### src/rtl/mem_port_arbiter.sv
// mem_port_arbiter: shares one fixed-latency memory port between the
// instruction-fetch side (i_*) and the load/store side (d_*).
//   clk, rst_n             : clock, synchronous active-low reset
//   i_req/i_addr           : fetch request, held until i_ack
//   i_rdata/i_ack          : fetched word and one-cycle acknowledge
//   d_req/d_we/d_byte      : data request, store select, byte access
//   d_addr/d_wdata         : data address and store data
//   d_rdata/d_ack          : load data and one-cycle acknowledge
//   mem_req/mem_we/mem_byte: memory access active, write strobe, byte access
//   mem_addr/mem_wdata     : latched address and store data
//   mem_rdata              : read data, valid on the final access cycle
// Build option MEM_ARB_RR_EN: round-robin on a tie; otherwise the data side
// always wins a tie.
module mem_port_arbiter #(
  parameter int unsigned LATENCY = 2
) (
  input  logic        clk,
  input  logic        rst_n,
  input  logic        i_req,
  input  logic [31:0] i_addr,
  output logic [31:0] i_rdata,
  output logic        i_ack,
  input  logic        d_req,
  input  logic        d_we,
  input  logic        d_byte,
  input  logic [31:0] d_addr,
  input  logic [31:0] d_wdata,
  output logic [31:0] d_rdata,
  output logic        d_ack,
  output logic        mem_req,
  output logic        mem_we,
  output logic        mem_byte,
  output logic [31:0] mem_addr,
  output logic [31:0] mem_wdata,
  input  logic [31:0] mem_rdata
);

  localparam int unsigned CW = (LATENCY > 1) ? $clog2(LATENCY) : 1;

  typedef enum logic [1:0] {IDLE, BUSY_I, BUSY_D, DONE} state_e;

  state_e        state_q, state_d;
  logic [CW-1:0] cnt_q, cnt_d;
  logic          mreq_q, mreq_d;
  logic          we_q, we_d;
  logic          byte_q, byte_d;
  logic [31:0]   addr_q, addr_d;
  logic [31:0]   wdata_q, wdata_d;
  logic [31:0]   irdata_q, irdata_d;
  logic [31:0]   drdata_q, drdata_d;
  logic          iack_q, iack_d;
  logic          dack_q, dack_d;
  logic          pick_d;  // 1 = data side wins this grant
`ifdef MEM_ARB_RR_EN
  logic          last_q, last_d;  // 1 = data side won the last grant
`endif

  always_comb begin
    state_d  = state_q;
    cnt_d    = cnt_q;
    mreq_d   = 1'b0;
    we_d     = we_q;
    byte_d   = byte_q;
    addr_d   = addr_q;
    wdata_d  = wdata_q;
    irdata_d = irdata_q;
    drdata_d = drdata_q;
    iack_d   = 1'b0;
    dack_d   = 1'b0;
    pick_d   = d_req;
`ifdef MEM_ARB_RR_EN
    last_d   = last_q;
    if (i_req && d_req) pick_d = ~last_q;
`endif
    case (state_q)
      IDLE: begin
        if (i_req || d_req) begin
          state_d = pick_d ? BUSY_D : BUSY_I;
          cnt_d   = CW'(LATENCY - 1);
          mreq_d  = 1'b1;
          addr_d  = pick_d ? d_addr : i_addr;
          wdata_d = pick_d ? d_wdata : '0;
          we_d    = pick_d & d_we;
          byte_d  = pick_d & d_byte;
`ifdef MEM_ARB_RR_EN
          last_d  = pick_d;
`endif
        end
      end
      BUSY_I, BUSY_D: begin
        if (cnt_q == '0) begin
          state_d = DONE;
          // we/byte are cleared on exit so the registered strobes drop with mem_req
          we_d    = 1'b0;
          byte_d  = 1'b0;
          if (state_q == BUSY_I) begin
            irdata_d = mem_rdata;
            iack_d   = 1'b1;
          end else begin
            dack_d = 1'b1;
            if (!we_q) drdata_d = byte_q ? {24'b0, mem_rdata[7:0]} : mem_rdata;
          end
        end else begin
          cnt_d  = cnt_q - CW'(1);
          mreq_d = 1'b1;
        end
      end
      DONE:    state_d = IDLE;
      default: state_d = IDLE;
    endcase
  end

  always_ff @(posedge clk) begin
    if (!rst_n) begin
      state_q  <= IDLE;
      cnt_q    <= '0;
      mreq_q   <= 1'b0;
      we_q     <= 1'b0;
      byte_q   <= 1'b0;
      addr_q   <= '0;
      wdata_q  <= '0;
      irdata_q <= '0;
      drdata_q <= '0;
      iack_q   <= 1'b0;
      dack_q   <= 1'b0;
`ifdef MEM_ARB_RR_EN
      last_q   <= 1'b1;
`endif
    end else begin
      state_q  <= state_d;
      cnt_q    <= cnt_d;
      mreq_q   <= mreq_d;
      we_q     <= we_d;
      byte_q   <= byte_d;
      addr_q   <= addr_d;
      wdata_q  <= wdata_d;
      irdata_q <= irdata_d;
      drdata_q <= drdata_d;
      iack_q   <= iack_d;
      dack_q   <= dack_d;
`ifdef MEM_ARB_RR_EN
      last_q   <= last_d;
`endif
    end
  end

  assign mem_req   = mreq_q;
  assign mem_we    = we_q;
  assign mem_byte  = byte_q;
  assign mem_addr  = addr_q;
  assign mem_wdata = wdata_q;
  assign i_rdata   = irdata_q;
  assign i_ack     = iack_q;
  assign d_rdata   = drdata_q;
  assign d_ack     = dack_q;

endmodule

### config.mk
export PLATFORM = sky130hd
export DESIGN_NAME = mem_port_arbiter
export DESIGN_NICKNAME = d
export VERILOG_FILES = /design/src/rtl/mem_port_arbiter.sv
export SDC_FILE = /design/constraint.sdc
export NUM_CORES = 1
export LEC_CHECK = 0
export BUFFER_PORTS_ARGS = -buffer_cell sky130_fd_sc_hd__buf_2
export CAP_MARGIN = 20
export CORE_ASPECT_RATIO = 1.2
export CORE_UTILIZATION = 50
export DETAILED_ROUTE_END_ITERATION = 8
export GPL_TIMING_DRIVEN = 0
export HOLD_SLACK_MARGIN = 0.15
export PLACE_DENSITY_LB_ADDON = 0.2
export SYNTH_ARGS = -nofsm -noshare
export SYNTH_HDL_FRONTEND = slang
export SYNTH_SLANG_ARGS = --single-unit
### constraint.sdc
create_clock -name clk -period 3.6 [get_ports clk]
set_input_delay 0.36 -clock clk [delete_from_list [all_inputs] [get_ports clk]]
set_output_delay 0.36 -clock clk [all_outputs]
set_load 0.05 [all_outputs]
=== Word level (Yosys, flattened, before mapping) ===
Cells that the tools add are included.

* Input bits: 134
* Output and inout bits: 133
* Word-level logic and storage cells: 55
* Bits in registers: 136

* Multiplexer cells: 20
* $add $sub $neg: 1
* Bitwise logic cells: 7
* Equal/unequal tests: 5
* Reductions and logical operators: 11

{| class="wikitable"
|+ Operators with widths
! cell !! number
|-
| two-way mux 32 bit || 3
|-
| two-way mux 1 bit || 9
|-
| case mux 1 bit (2 select lines) || 4
|-
| two-way mux 2 bit || 3
|-
| case mux 2 bit (3 select lines) || 1
|-
| AND reduction 2 bit || 3
|-
| AND reduction 3 bit || 2
|-
| NOT 1 bit || 5
|-
| == test 2 bit (second input constant) || 2
|-
| != test 2 bit (second input constant) || 2
|-
| AND reduction 4 bit || 1
|-
| OR reduction 3 bit || 1
|-
| AND 1 bit || 2
|-
| == test 2 x 1 -> 1 bit (second input constant) || 1
|-
| logical NOT 2 bit || 1
|-
| nonzero test 2 bit || 1
|-
| OR reduction 2 bit || 1
|-
| logical OR 1 bit || 1
|-
| subtractor 1 bit (second input constant) || 1
|}

=== Logic depth before layout (Yosys ltp) ===
* Depth after elaboration: 4
* Gate-level depth with buffers: 8
* Gate-level depth less buffers: 5

=== Worst setup path before layout ===
Ideal clock, no wire load.

* Path kind: register to register
* Start: register state_q[0]
* End: register drdata_q[2] (netlist: d_rdata[2])
* Library setup time: 117 ps
* Path buffers: 3
* Data arrival time: 1683 ps
* Period minus slack after synthesis: 1800 ps
* Path slack: 1800 ps
* Stages on the path, launching flop included: 9
* Data required time: 3483 ps
* Cell sequence: dfxtp_1 inv_1 ha_1 buf_2 or4b_1 buf_2 buf_6 nand2_1 a21boi_1

* Cells in the longest elaborated chain, start to end: 3
* Elaborated cells between the ends (all ways): 5
* Classes of those cells: eq/ne (2); bitwise (1); reduce/logical (2)

{| class="wikitable"
|+ RTL lines
! item !! line !! RTL
|-
| start, declared || 42 || <nowiki>state_e state_q, state_d;</nowiki>
|-
| start signal, assigned || 130 || <nowiki>state_q <= state_d;</nowiki>
|-
| == test 2 x 1 -> 1 bit or == test 2 bit (tied branches) || 75, 96 ||
|-
| OR reduction 2 bit or NOT 1 bit (tied branches) || n/a ||
|-
| AND reduction 4 bit (no line) (*) || n/a ||
|-
| end signal, assigned || 138 || <nowiki>drdata_q <= drdata_d;</nowiki>
|-
| end, declared || 50 || <nowiki>logic [31:0] drdata_q, drdata_d;</nowiki>
|}

Every way passes the cells marked *; elsewhere a longest branch is shown, timed or not.
A chain may end at the register's enable or synchronous reset.

=== Final worst setup path ===
* Start: register state_q[0]
* End: register drdata_q[22] (netlist: d_rdata[22])

Same word-level chain as after synthesis.

==> run metrics <==
Slew HR=67.7%; Critical R2R Launch=state_q[0]; die width=97.8 µm; hold buffers post-CTS=0; final hold vios=0; Pins Over Slew Limit=0; Mapped Area=5510 µm²; I/O pin count=267; max_cap viols=0; Mapped Nets=715; critical path arrival=2.31 ns; IO Port Bufs=265; part of the cycle the worst path needs=55.9%; peak supply drop=522 µV; Seq cells post-synth=136; remaining routing DRC violations=26; Setup crit start kind=flip-flop; CTS tree=built; Fin Clk Skew=0.00724 ns; Seq/Total Area, Yosys=49.4%; CTS root buf=clkbuf_16; RSZ-0062 raised after global routing=false; Syn. warnings=0; Final GP Congestion=0.791; Diodes inserted=0; total negative slack=0 ns; Site Rows=41; router iterations before antenna repair=6; grt ovf=0; setup bufs post-CTS=0; ys flop type=dfxtp_1; design area=7710 µm²; PwrDens=966 nW/µm²; initial antenna violation count=0; number of CTS-inserted buffers=17; Place WS=1.65 ns; Routed Antenna Nets=0; minimum clock period=2.01 ns; synthesis-to-finish area growth=39.9%; critical path class=reg2reg; critical path peak fanout=10; Core ar.=10,600 µm²; Worst-Skew Late Latency=0.41 ns; Mean Syn Cell Area=9.56 µm²; post-route setup slack=1.59 ns; first-pass GRT wire length=23.6 mm; maximum root-to-sink buffer count=2; failing checks=design-rule violations; Power Total=0.00745 W; hold path start=d_byte; net count of the finished layout=999; LEAKAGE=3.90 nW; status=finished, violations left; die height=117 µm; layout cells sized above 1=36.8%; async set-reset flop share out of synthesis=0%; full die area=11,400 µm²; FMAX=0.497 GHz; Clock transition at path regs=0.06 ns; DR WL/cell=14.8 µm; largest net degree at the start of global routing=17; crit path from=state_q[0]; DP Area=7000 µm²; hpwl dp=11.3 mm; Slew @ Worst Pin=0.483 ns; post-synth cell types=31; Hold Crit Class=in2reg; CP endpoint kind=flip-flop; Worst Path Required=3.90 ns; DR iter-0 viols=195; vias in the first global route=5,103; vias=5,180; drt total wl=14.9 mm; Starting Density=51.9%; DR vias/cell=5.17; Synth Instances=576; H-tree levels=4; Clock Sinks=136; count of final setup violators=0; GRT Total Usage=25.9%; Post-synth EDFFs=0; post-cts resize count=0
## through the flow
step / hold slack (ns) / std cells / utilization, %
6_report: 0.175 / 1002 / 72.6
4_1_cts: 0.156 / 1002 / 72.6
2_1_floorplan: 0.451 / 576 / -
3_5_place_dp: 0.441 / 970 / 65.9
3_3_place_gp: 0.433 / 970 / 65.9
5_1_grt: 0.170 / 1002 / 72.6
## worst max-delay path, stage by stage, from the launching register on
cell and delay (ns):
dfxtp_1 0.40, inv_1 0.09, ha_1 0.28, buf_2 0.20
or4b_1 0.46, buf_2 0.18, buf_6 0.14, nand2_1 0.08
a21boi_1 0.06
## cell usage after synthesis (2+ instances only)
master / count / area (µm²)
nand2_1: 141 / 529
dfxtp_1: 136 / 2720
a21boi_0: 35 / 263
mux2i_1: 34 / 340
nor2b_1: 33 / 206
a22oi_1: 32 / 240
o211a_1: 32 / 320
a21boi_1: 30 / 225
clkbuf_1: 29 / 109
nand3b_1: 24 / 180
buf_2: 19 / 95.1
ha_1: 5 / 62.6
buf_6: 4 / 45.0
a21oi_1: 2 / 10.0
a32o_1: 2 / 20.0
inv_1: 2 / 7.51
nor3b_1: 2 / 15.0
## registers in the layout, summed over array words and instances, names as in the netlist
name and cells:
d_rdata 32, cnt_q 1, i_rdata 32, d_ack 1, mem_byte 1, mem_wdata 32
mem_we 1, mem_addr 32, state_q 2, i_ack 1, mem_req 1
## path summary, 6_finish.rpt
path / end / slack [ns] / depth (start not counted)
max reg2reg: d_rdata[22] / 1.59 / 8
min: mem_byte / 0.18 / 2
max: d_rdata[22] / 1.59 / 8
min reg2reg: d_rdata[11] / 0.45 / 2
## logic make-up after synthesis
logic type      Yosys count  share of synthesized area, %
flops                   136                          49.4
buf+inv                  54                          4.66
compound gates          138                          20.2
simple gates            208                          18.2
fa+ha+maj                 5                          1.14
mux                      35                          6.38
## power by group
group	switching [W]	internal, W
Clock	0.000641	0.00143
Sequential	0.000216	0.00191
Combinational	0.00237	0.000886
Total	0.00322	0.00422
## routing by layer
layer  vias to the layer above  global-route usage [%]  part of all wire, %
met4                         0                    9.29                  1.5
met5                         -                       0                    0
met2                       182                    49.2                   53
li1                       2550                       -                    -
met1                      2428                    27.8                   40
met3                        20                    6.89                  6.3
## final cells by class
cell class / instances / area (µm²)
fillers: 823 / 2910
flip-flops and latches: 136 / 2720
multi-input cells: 386 / 2530
plain buffers: 52 / 249
clock inverters: 11 / 240
clock buffers: 21 / 470
well taps: 129 / 161
repair buffers: 265 / 1330
inverters: 2 / 7.51
## cells in the final DEF (no fill, tap or decap)
cell and instances:
nand3b_1 24, a21oi_1 2, o21ai_1 1, mux2_2 1, inv_1 2, clkbuf_8 3
o21a_1 1, inv_6 1, a32o_1 2, buf_6 4, o211ai_1 1, mux2i_1 34
clkinv_2 1, clkinvlp_4 1, nor2_1 1, nor4bb_1 1, or4b_1 1, clkbuf_16 17
a211o_1 1, or3_1 1, and2_1 1, clkbuf_1 30, nor3b_1 2, a21boi_0 35
nand2_1 141, nor4b_4 1, a21boi_1 30, dfxtp_1 136, nor2b_1 33, clkinv_4 1
bufinv_16 7, o21ai_0 1, ha_1 5, nor3_1 1, nand2b_1 1, buf_2 284
a22oi_1 32, o211a_1 32
Note: power is estimated with default switching activity, not from simulation.
